`src/rtl/alu_pkg.sv`:
```
// Shared definitions for the execute-stage ALU sequencer: function codes, lane widths,
// ALU opcode, FSM states and the per-function settle-class helper.
package alu_pkg;

    localparam logic [5:0] ALU_OPCODE = 6'b101010;

    localparam logic [5:0] VAND   = 6'd1;
    localparam logic [5:0] VOR    = 6'd2;
    localparam logic [5:0] VXOR   = 6'd3;
    localparam logic [5:0] VNOT   = 6'd4;
    localparam logic [5:0] VMOV   = 6'd5;
    localparam logic [5:0] VADD   = 6'd6;
    localparam logic [5:0] VSUB   = 6'd7;
    localparam logic [5:0] VMULEU = 6'd8;
    localparam logic [5:0] VMULOU = 6'd9;
    localparam logic [5:0] VSLL   = 6'd10;
    localparam logic [5:0] VSRL   = 6'd11;
    localparam logic [5:0] VSRA   = 6'd12;
    localparam logic [5:0] VRTTH  = 6'd13;
    localparam logic [5:0] VDIV   = 6'd14;
    localparam logic [5:0] VMOD   = 6'd15;
    localparam logic [5:0] VSQEU  = 6'd16;
    localparam logic [5:0] VSQOU  = 6'd17;
    localparam logic [5:0] VSQRT  = 6'd18;

    localparam logic [1:0] WW_8  = 2'b00;
    localparam logic [1:0] WW_16 = 2'b01;
    localparam logic [1:0] WW_32 = 2'b10;
    localparam logic [1:0] WW_64 = 2'b11;

    typedef enum logic [1:0] {LC_SIMPLE, LC_MUL, LC_DIV, LC_SQRT} lat_class_e;

    typedef enum logic [1:0] {IDLE, EXEC, DONE} state_e;

    // Operand bundle held steady on the ALU inputs while it settles.
    typedef struct packed {
        logic [63:0] ra;
        logic [63:0] rb;
        logic [5:0]  func;
        logic [5:0]  opcode;
        logic [1:0]  ww;
    } alu_req_t;

    function automatic lat_class_e lat_class(input logic [5:0] func);
        case (func)
            VMULEU, VMULOU, VSQEU, VSQOU: return LC_MUL;
            VDIV, VMOD:                   return LC_DIV;
            VSQRT:                        return LC_SQRT;
            default:                      return LC_SIMPLE;
        endcase
    endfunction

endpackage

```
`src/rtl/alu_lat_lookup.sv`:
```
// Combinational decode of function/opcode into settle latency and an illegal-op flag.
module alu_lat_lookup
    import alu_pkg::*;
#(
    parameter int          LAT_SIMPLE = 1,
    parameter int          LAT_MUL    = 2,
    parameter int          LAT_DIV    = 6,
    parameter int          LAT_SQRT   = 6,
    parameter logic [5:0]  OPCODE     = ALU_OPCODE
) (
    input  logic [5:0] func,
    input  logic [5:0] opcode,
    output logic [3:0] lat,
    output logic       illegal
);

    always_comb begin
        illegal = (opcode != OPCODE) || (func == 6'd0) || (func > VSQRT);
        case (lat_class(func))
            LC_MUL:  lat = 4'(LAT_MUL);
            LC_DIV:  lat = 4'(LAT_DIV);
            LC_SQRT: lat = 4'(LAT_SQRT);
            default: lat = 4'(LAT_SIMPLE);
        endcase
        // Illegal ops report after a single cycle; lat-1 then loads zero.
        if (illegal)
            lat = 4'd1;
    end

endmodule

```
`src/rtl/alu_issue_ctrl.sv`:
```
// Issue/settle/capture sequencer for the combinational SIMD ALU: one op in flight,
// operands held on the ALU for a per-class latency, result returned via valid/ready.
module alu_issue_ctrl
    import alu_pkg::*;
#(
    parameter int          LAT_SIMPLE = 1,
    parameter int          LAT_MUL    = 2,
    parameter int          LAT_DIV    = 6,
    parameter int          LAT_SQRT   = 6,
    parameter logic [5:0]  OPCODE     = ALU_OPCODE
) (
    input  logic        clk,
    input  logic        rst,
    input  logic        flush,
    input  logic        in_valid,
    output logic        in_ready,
    input  logic [63:0] in_rA,
    input  logic [63:0] in_rB,
    input  logic [5:0]  in_R_ins,
    input  logic [5:0]  in_Op_code,
    input  logic [1:0]  in_WW,
    output logic [63:0] alu_rA,
    output logic [63:0] alu_rB,
    output logic [5:0]  alu_R_ins,
    output logic [5:0]  alu_Op_code,
    output logic [1:0]  alu_WW,
    input  logic [63:0] alu_out,
    output logic        out_valid,
    input  logic        out_ready,
    output logic [63:0] out_result,
    output logic        out_err,
    output logic        busy
);

    if (LAT_SIMPLE < 1 || LAT_SIMPLE > 15 || LAT_MUL < 1 || LAT_MUL > 15 ||
        LAT_DIV < 1 || LAT_DIV > 15 || LAT_SQRT < 1 || LAT_SQRT > 15) begin : g_bad_lat
        $error("alu_issue_ctrl: every LAT_* parameter must be within 1..15");
    end

    state_e     state, state_nxt;
    alu_req_t   req_q;
    logic [3:0] cnt;
    logic       err_q;
    logic       accept;
    logic [3:0] lat;
    logic       illegal;

    alu_lat_lookup #(
        .LAT_SIMPLE (LAT_SIMPLE),
        .LAT_MUL    (LAT_MUL),
        .LAT_DIV    (LAT_DIV),
        .LAT_SQRT   (LAT_SQRT),
        .OPCODE     (OPCODE)
    ) u_lat (
        .func    (in_R_ins),
        .opcode  (in_Op_code),
        .lat     (lat),
        .illegal (illegal)
    );

    always_ff @(posedge clk or negedge rst) begin
        if (!rst)
            state <= IDLE;
        else
            state <= state_nxt;
    end

    always_comb begin
        state_nxt = state;
        in_ready  = 1'b0;
        out_valid = 1'b0;
        accept    = 1'b0;
        case (state)
            IDLE: in_ready = !flush;
            DONE: begin
                out_valid = 1'b1;
                in_ready  = out_ready && !flush;
            end
            default: ;
        endcase
        accept = in_valid && in_ready;
        if (flush) begin
            state_nxt = IDLE;
        end else begin
            case (state)
                IDLE: if (accept) state_nxt = EXEC;
                EXEC: if (cnt == 4'd0) state_nxt = DONE;
                DONE: if (out_ready) state_nxt = accept ? EXEC : IDLE;
                default: state_nxt = IDLE;
            endcase
        end
    end

    // Operands, settle counter and result capture; operands move only on accept.
    always_ff @(posedge clk or negedge rst) begin
        if (!rst) begin
            req_q      <= '0;
            cnt        <= 4'd0;
            err_q      <= 1'b0;
            out_result <= 64'd0;
            out_err    <= 1'b0;
        end else if (flush) begin
            cnt <= 4'd0;
        end else begin
            if (accept) begin
                req_q <= '{ra: in_rA, rb: in_rB, func: in_R_ins, opcode: in_Op_code, ww: in_WW};
                cnt   <= lat - 4'd1;
                err_q <= illegal;
            end else if (state == EXEC && cnt != 4'd0) begin
                cnt <= cnt - 4'd1;
            end
            if (state == EXEC && cnt == 4'd0) begin
                out_result <= err_q ? 64'd0 : alu_out;
                out_err    <= err_q;
            end
        end
    end

    assign alu_rA      = req_q.ra;
    assign alu_rB      = req_q.rb;
    assign alu_R_ins   = req_q.func;
    assign alu_Op_code = req_q.opcode;
    assign alu_WW      = req_q.ww;
    assign busy        = (state != IDLE);

endmodule

```
`config.mk`:
```
export PLATFORM = sky130hd
export DESIGN_NAME = alu_issue_ctrl
export DESIGN_NICKNAME = d
export VERILOG_FILES = /design/src/rtl/alu_pkg.sv /design/src/rtl/alu_lat_lookup.sv /design/src/rtl/alu_issue_ctrl.sv
export SDC_FILE = /design/constraint.sdc
export NUM_CORES = 1
export LEC_CHECK = 0
export CAP_MARGIN = 10
export CELL_PAD_IN_SITES_DETAIL_PLACEMENT = 0
export CELL_PAD_IN_SITES_GLOBAL_PLACEMENT = 2
export CORE_ASPECT_RATIO = 0.9
export CORE_MARGIN = 4
export CORE_UTILIZATION = 22
export CTS_CLUSTER_DIAMETER = 120
export DETAILED_ROUTE_END_ITERATION = 10
export GPL_TIMING_DRIVEN = 1
export PLACE_DENSITY_LB_ADDON = 0.25
export SKIP_CTS_REPAIR_TIMING = 1
export SYNTH_ARGS = -nofsm -noshare
export SYNTH_HDL_FRONTEND = slang
export SYNTH_SLANG_ARGS = --single-unit
```
`constraint.sdc`:
```
create_clock -name clk -period 1.94 [get_ports clk]
set_clock_uncertainty 0.1 [all_clocks]
set_input_delay 0.291 -clock clk [delete_from_list [all_inputs] [get_ports clk]]
set_output_delay 0.291 -clock clk [all_outputs]
set_load 0.01 [all_outputs]
```
Word-level counts from Yosys, hierarchy flattened
Cells that the tools add are included.

Muxes and demuxes: 15. Magnitude comparators: 1. $add $sub $neg: 2. Divide/modulo/power cells: 0. Shifts and indexed selects: 0. Bitwise logic cells: 1. $mul: 0. Reduce and logical (&&, ||, !) cells: 19. Equal/unequal tests: 16.

Operators by type and width (count): 64-bit 2-to-1 mux (1); 6-bit by 4-bit equality test with 1-bit output (second input constant) (4); 6-bit by 5-bit equality test with 1-bit output (second input constant) (3); 4-bit 2-to-1 mux (3); 2-bit one-hot mux with 3 select lines (2); 3-bit inequality test (second input constant) (3); 2-bit 2-to-1 mux (4); 4-bit by 1-bit subtractor with 4-bit output (second input constant) (2); 2-bit equality test (second input constant) (3); 6-bit by 5-bit greater-than comparator with 1-bit output (second input constant) (1); 6-bit zero test (1); 6-bit inequality test (second input constant) (1); 3-bit one-hot mux with 2 select lines (1); 2-bit by 1-bit equality test with 1-bit output (second input constant) (2); 1-bit logical AND (4); 4-bit zero test (1); 2-bit AND reduction (2); 4-bit nonzero test (1); 2-bit OR reduction (2); 4-bit OR reduction (1); 3-bit 2-to-1 mux (1); 3-bit AND reduction (1); 3-bit nonzero test (1); 2-bit zero test (1); other kinds (6) (8).

RAM bits: 0. Register bits after elaboration: 214. Bits in latches: 0. Memory bits (read-only): 0. Memories kept: 0. Input port bits: 211. Logic and storage cells: 64.

Logic depth before layout (Yosys ltp)
Depth after elaboration: 10. Depth in mapped cells: 7. Mapped depth without buffers: 4.

Hierarchy
From an unflattened synthesis, not the netlist that was laid out.

Cells, all modules: 576. Area, all modules: 8948.6 um^2.

Modules (own cells, without submodules): alu_issue_ctrl (area an instance 8793.4 um^2, cells an instance 556, times used 1, seq. area each 5355.1 um^2); alu_lat_lookup (area an instance 155.1 um^2, cells an instance 20, times used 1, seq. area each 0.0 um^2).

Worst setup path after synthesis
No wires, ideal clock.

Kind: register to register. From: register state[0]. To: register req_q (netlist bit alu_rA[0]). Library setup time: 0.125 ns. Stages on the path, launching flop included: 6. Period minus slack after synthesis: 1.808 ns. Arrival time: 1.583 ns. Required time: 1.715 ns. Setup slack: 0.132 ns. Path through: dfrtp_1 or2_1 nor3_2 buf_4 buf_4 mux2_2.

Longest elaborated chain between the ends: 4. Elaborated cells between the ends (all ways): 5.

RTL lines: from (decl) (line alu_issue_ctrl.sv:40) `state_e state, state_nxt;`; from (signal assigned) (line alu_issue_ctrl.sv:65) `state <= state_nxt;`; 2-bit equality test / 2-bit zero test (equally long branches) (line alu_issue_ctrl.sv:73) `case (state)`; 1-bit one-hot mux with 2 select lines * (line alu_issue_ctrl.sv:73); 1-bit logical AND * (line alu_issue_ctrl.sv:81) `accept = in_valid && in_ready;`; 2-bit AND reduction (no source line) *; to (signal assigned) (line alu_issue_ctrl.sv:106) `req_q <= '{ra: in_rA, rb: in_rB, func: in_R_ins, opcode: in_Op_code, ww: in_WW};`; to (decl) (line alu_issue_ctrl.sv:41) `alu_req_t req_q;`.

Every way passes the cells marked *; elsewhere a longest branch is shown, timed or not. A chain may end at the register's enable or synchronous reset.

Worst setup path in the final report
From: register state[0]. To: output port in_ready.

Longest elaborated chain between the ends: 2. Elaborated cells between the ends (all ways): 3.

RTL lines: 2-bit equality test / 2-bit zero test (equally long branches) (line alu_issue_ctrl.sv:73); 1-bit one-hot mux with 2 select lines * (line alu_issue_ctrl.sv:73); to (decl) (line alu_issue_ctrl.sv:16) `output logic in_ready,`.

Marks and branches as above.

==> metrics.yaml <==
power:
  powerDensity_nw_per_um2: 944
  vdd_drop_max_mv: 0.613
  leakage_uw: 0.00587
global_route:
  grt_start_max_net_pins: 66
  grt_util_met2: 0.216
  grt_pass1_wl_um: 44100
  number_of_global_route_vias_before_repair: 7217
  antenna_violations_before_repair: 1
  grt.total_usage: 0.133
  grt_use_met3: 0.0515
  global_route.overflow_total: 0
  gr-max-usage-layer: "met2"
  met1_usage: 0.168
floorplan:
  start_util: 0.225
  rows: 67
  design.die.area_um2: 41500
  boundaryPins: 421
  fp.dieW_um: 214
  dieHeight_um: 194
  placeableCoreArea_um2: 37500
setup_path:
  cp_data_required_time_ps: 1550
  cp_data_arrival_time_ps: 1540
  max_fanout_on_critical_path: 3
  rr_worst_depth: 5
  timing.reg2reg.setup_slack_ps: 70
  critPathLaunchType: "flip-flop"
  endpoint_kind: "primary output"
  critical_path_class: "reg -> out"
synthesis:
  syn-num-nets: 845
  synthCells: 634
  synth_enable_flop_cells: 0
  post_synth_adder_cell_area: 0
  synth.top_cells.by_area: "sky130_fd_sc_hd__dfrtp_1, sky130_fd_sc_hd__mux2_2, sky130_fd_sc_hd__nand2b_1"
  synthesized_area_fraction_occupied_by_ao_oa_aoi_and_oai_cells: 0.0485
  synth_simple_gate_area_frac: 0.0986
  synthesis.area_per_instance_um2: 13.3
  synth.cell_area_um2: 8420
  synth-xor-area-share: 0.00208
  muxShareOfSynthArea: 0.191
  seq_area_frac_synth: 0.636
  yosys.area.top_type_share: 0.636
  async_reset_ff_frac: 1.00
  number_of_distinct_library_cells_after_synthesis: 33
  synth_warnings: 0
  synth_flop_cell: "sky130_fd_sc_hd__dfrtp_1"
  main_combinational_cell_family_by_area_after_synthesis: "multiplexers"
  yosysTopAreaCell: "sky130_fd_sc_hd__dfrtp_1"
  ys_seq_elements: 214
clock_network:
  clock_tree.htree_level_count: 1
  clk_latency_ps: 540
  cts-buffers-inserted: 26
  cts_tree: "done"
  cts.sinks: 214
  clk_transition_reported_paths_ps: 60
  clock_path_buffers: 3
  root_buffer_selected_by_cts: "sky130_fd_sc_hd__clkbuf_16"
routing:
  vias: 6438
  ant_nets: 0
  drt-wirelength-per-cell_um: 17.8
  drtPass1Iterations: 4
  remaining_drc_errors: 0
  detailedRoute.firstIterationViolations: 225
  ratio_of_routed_vias_to_standard_cells: 4.06
  totalWireLength_um: 28200
sta:
  final_period_demand_of_the_worst_path_ps: 1930
  grt_setup_unrepaired: "true"
  final.period_utilization: 0.993
  layout_setup_ws_ps: 13.2
  final_max_tran_viols: 0
  setup-tns-final_ps: 0
  achievable-frequency_ghz: 0.519
  worst_slew_pin_tran_ps: 395
  finalHoldViolations: 0
  worst_slew_margin: 0.737
  final-setup-viol-count: 0
cells_and_area:
  num_antenna_cells: 0
  final_stage_net_count: 1296
  area_growth_from_synthesis_to_layout_pct: 71.3
  final_layout_size_suffix_gt1_frac: 0.210
  area.sequential_um2: 5360
  multi_input_comb_area_um2: 2870
  num-fill-cells: 3628
place:
  place.gp.congestion: 0.724
  dpl.hpwl_um: 21100
  dp_worst_setup_slack_ps: -368
  port_buffers: 420
worst_hold_path:
  worstHoldPathType: "in -> async"
status:
  status: "finished clean"
flow_run:
  max-cap-violations: 0
## cell usage after synthesis, types with 3 or more instances
| library cell | count |
|---|---|
| sky130_fd_sc_hd__buf_2 | 7 |
| sky130_fd_sc_hd__buf_4 | 11 |
| sky130_fd_sc_hd__nand2_1 | 67 |
| sky130_fd_sc_hd__dfrtp_1 | 214 |
| sky130_fd_sc_hd__o21ai_0 | 61 |
| sky130_fd_sc_hd__clkbuf_1 | 19 |
| sky130_fd_sc_hd__nand2b_1 | 65 |
| sky130_fd_sc_hd__mux2_2 | 142 |
| sky130_fd_sc_hd__o21ai_1 | 6 |
| sky130_fd_sc_hd__nor3_1 | 8 |
| sky130_fd_sc_hd__nor2b_1 | 3 |
| sky130_fd_sc_hd__nor2_1 | 6 |
## layout make-up
type / instances / area share
Sequential cell: 214 / 0.371
Timing Repair Buffer: 460 / 0.327
Multi-Input combinational cell: 381 / 0.199
Clock buffer: 35 / 0.0509
Tap cell: 483 / 0.0419
Clock inverter: 11 / 0.00850
Inverter: 2 / 0.000521
## metal layers
| metal | routed length [um] | vias to the layer above |
|---|---|---|
| met5 | 13 | - |
| met4 | 554 | 2 |
| met3 | 2330 | 41 |
| met2 | 13000 | 245 |
| met1 | 12400 | 3069 |
| li1 | - | 3081 |
## worst max-delay path, stage by stage (launching register included)
cell	delay, ps
sky130_fd_sc_hd__dfrtp_1	370
sky130_fd_sc_hd__or2_1	300
sky130_fd_sc_hd__nor2_1	160
sky130_fd_sc_hd__clkbuf_2	180
## cell usage in the layout, fill, tap and decap left out, drive strengths merged, types with 2 or more instances in the layout
master and instances:
dlymetal6s2s 7, inv 3, dfrtp 214, nor2b 3
buf 40, nor3 9, nand2 67, a211oi 2
nor2 6, clkinv 7, clkbuf 37, nand2b 65
clkdlybuf4s50 410, or2 2, xnor2 2, mux2 143
o21ai 67, nand4 2, bufinv 2, or4b 2
## power by group
group / switching (uW) / leakage (uW) / internal, uW
Combinational: 1210 / 0.00279 / 2070
Clock: 1950 / 0.000424 / 2920
Sequential: 337 / 0.00265 / 5130
## through the flow
step                      power, uW  instance area, um2  hold slack (ps)  cells  utilization
after global placement         8880               13500              132   1539        0.361
after CTS                     14000               14400             -455   1585        0.384
after detailed placement       8890               13500              136   1539        0.361
final                         13600               14400              164   1586        0.385
after floorplan                6600                8420             -105    634            -
after global routing          14300               14400              177   1586        0.385
## kinds of logic after synthesis
family	count (synthesis)
flip-flops	214
AND/OR/NAND/NOR	160
multiplexers	143
AO/OA/AOI/OAI	76
buffers and inverters	39
XOR/XNOR	2
## worst paths after layout
check | start | to
setup reg to reg | state[0] | alu_rA[7]
min in group clk | alu_out[61] | out_result[61]
hold reg to reg | out_result[1] | out_result[1]
max in group asynchronous | rst | out_result[37]
hold / removal | rst | alu_Op_code[4]
setup / recovery | state[0] | in_ready
## sequential cells by signal, summed over array words and instances, names as in the netlist
register,cells
alu_rA,64
alu_rB,64
out_result,64
alu_Op_code,6
alu_R_ins,6
cnt,4
alu_WW,2
state,2
err_q,1
out_err,1
No activity file was read; power rests on OpenSTA's default activity.
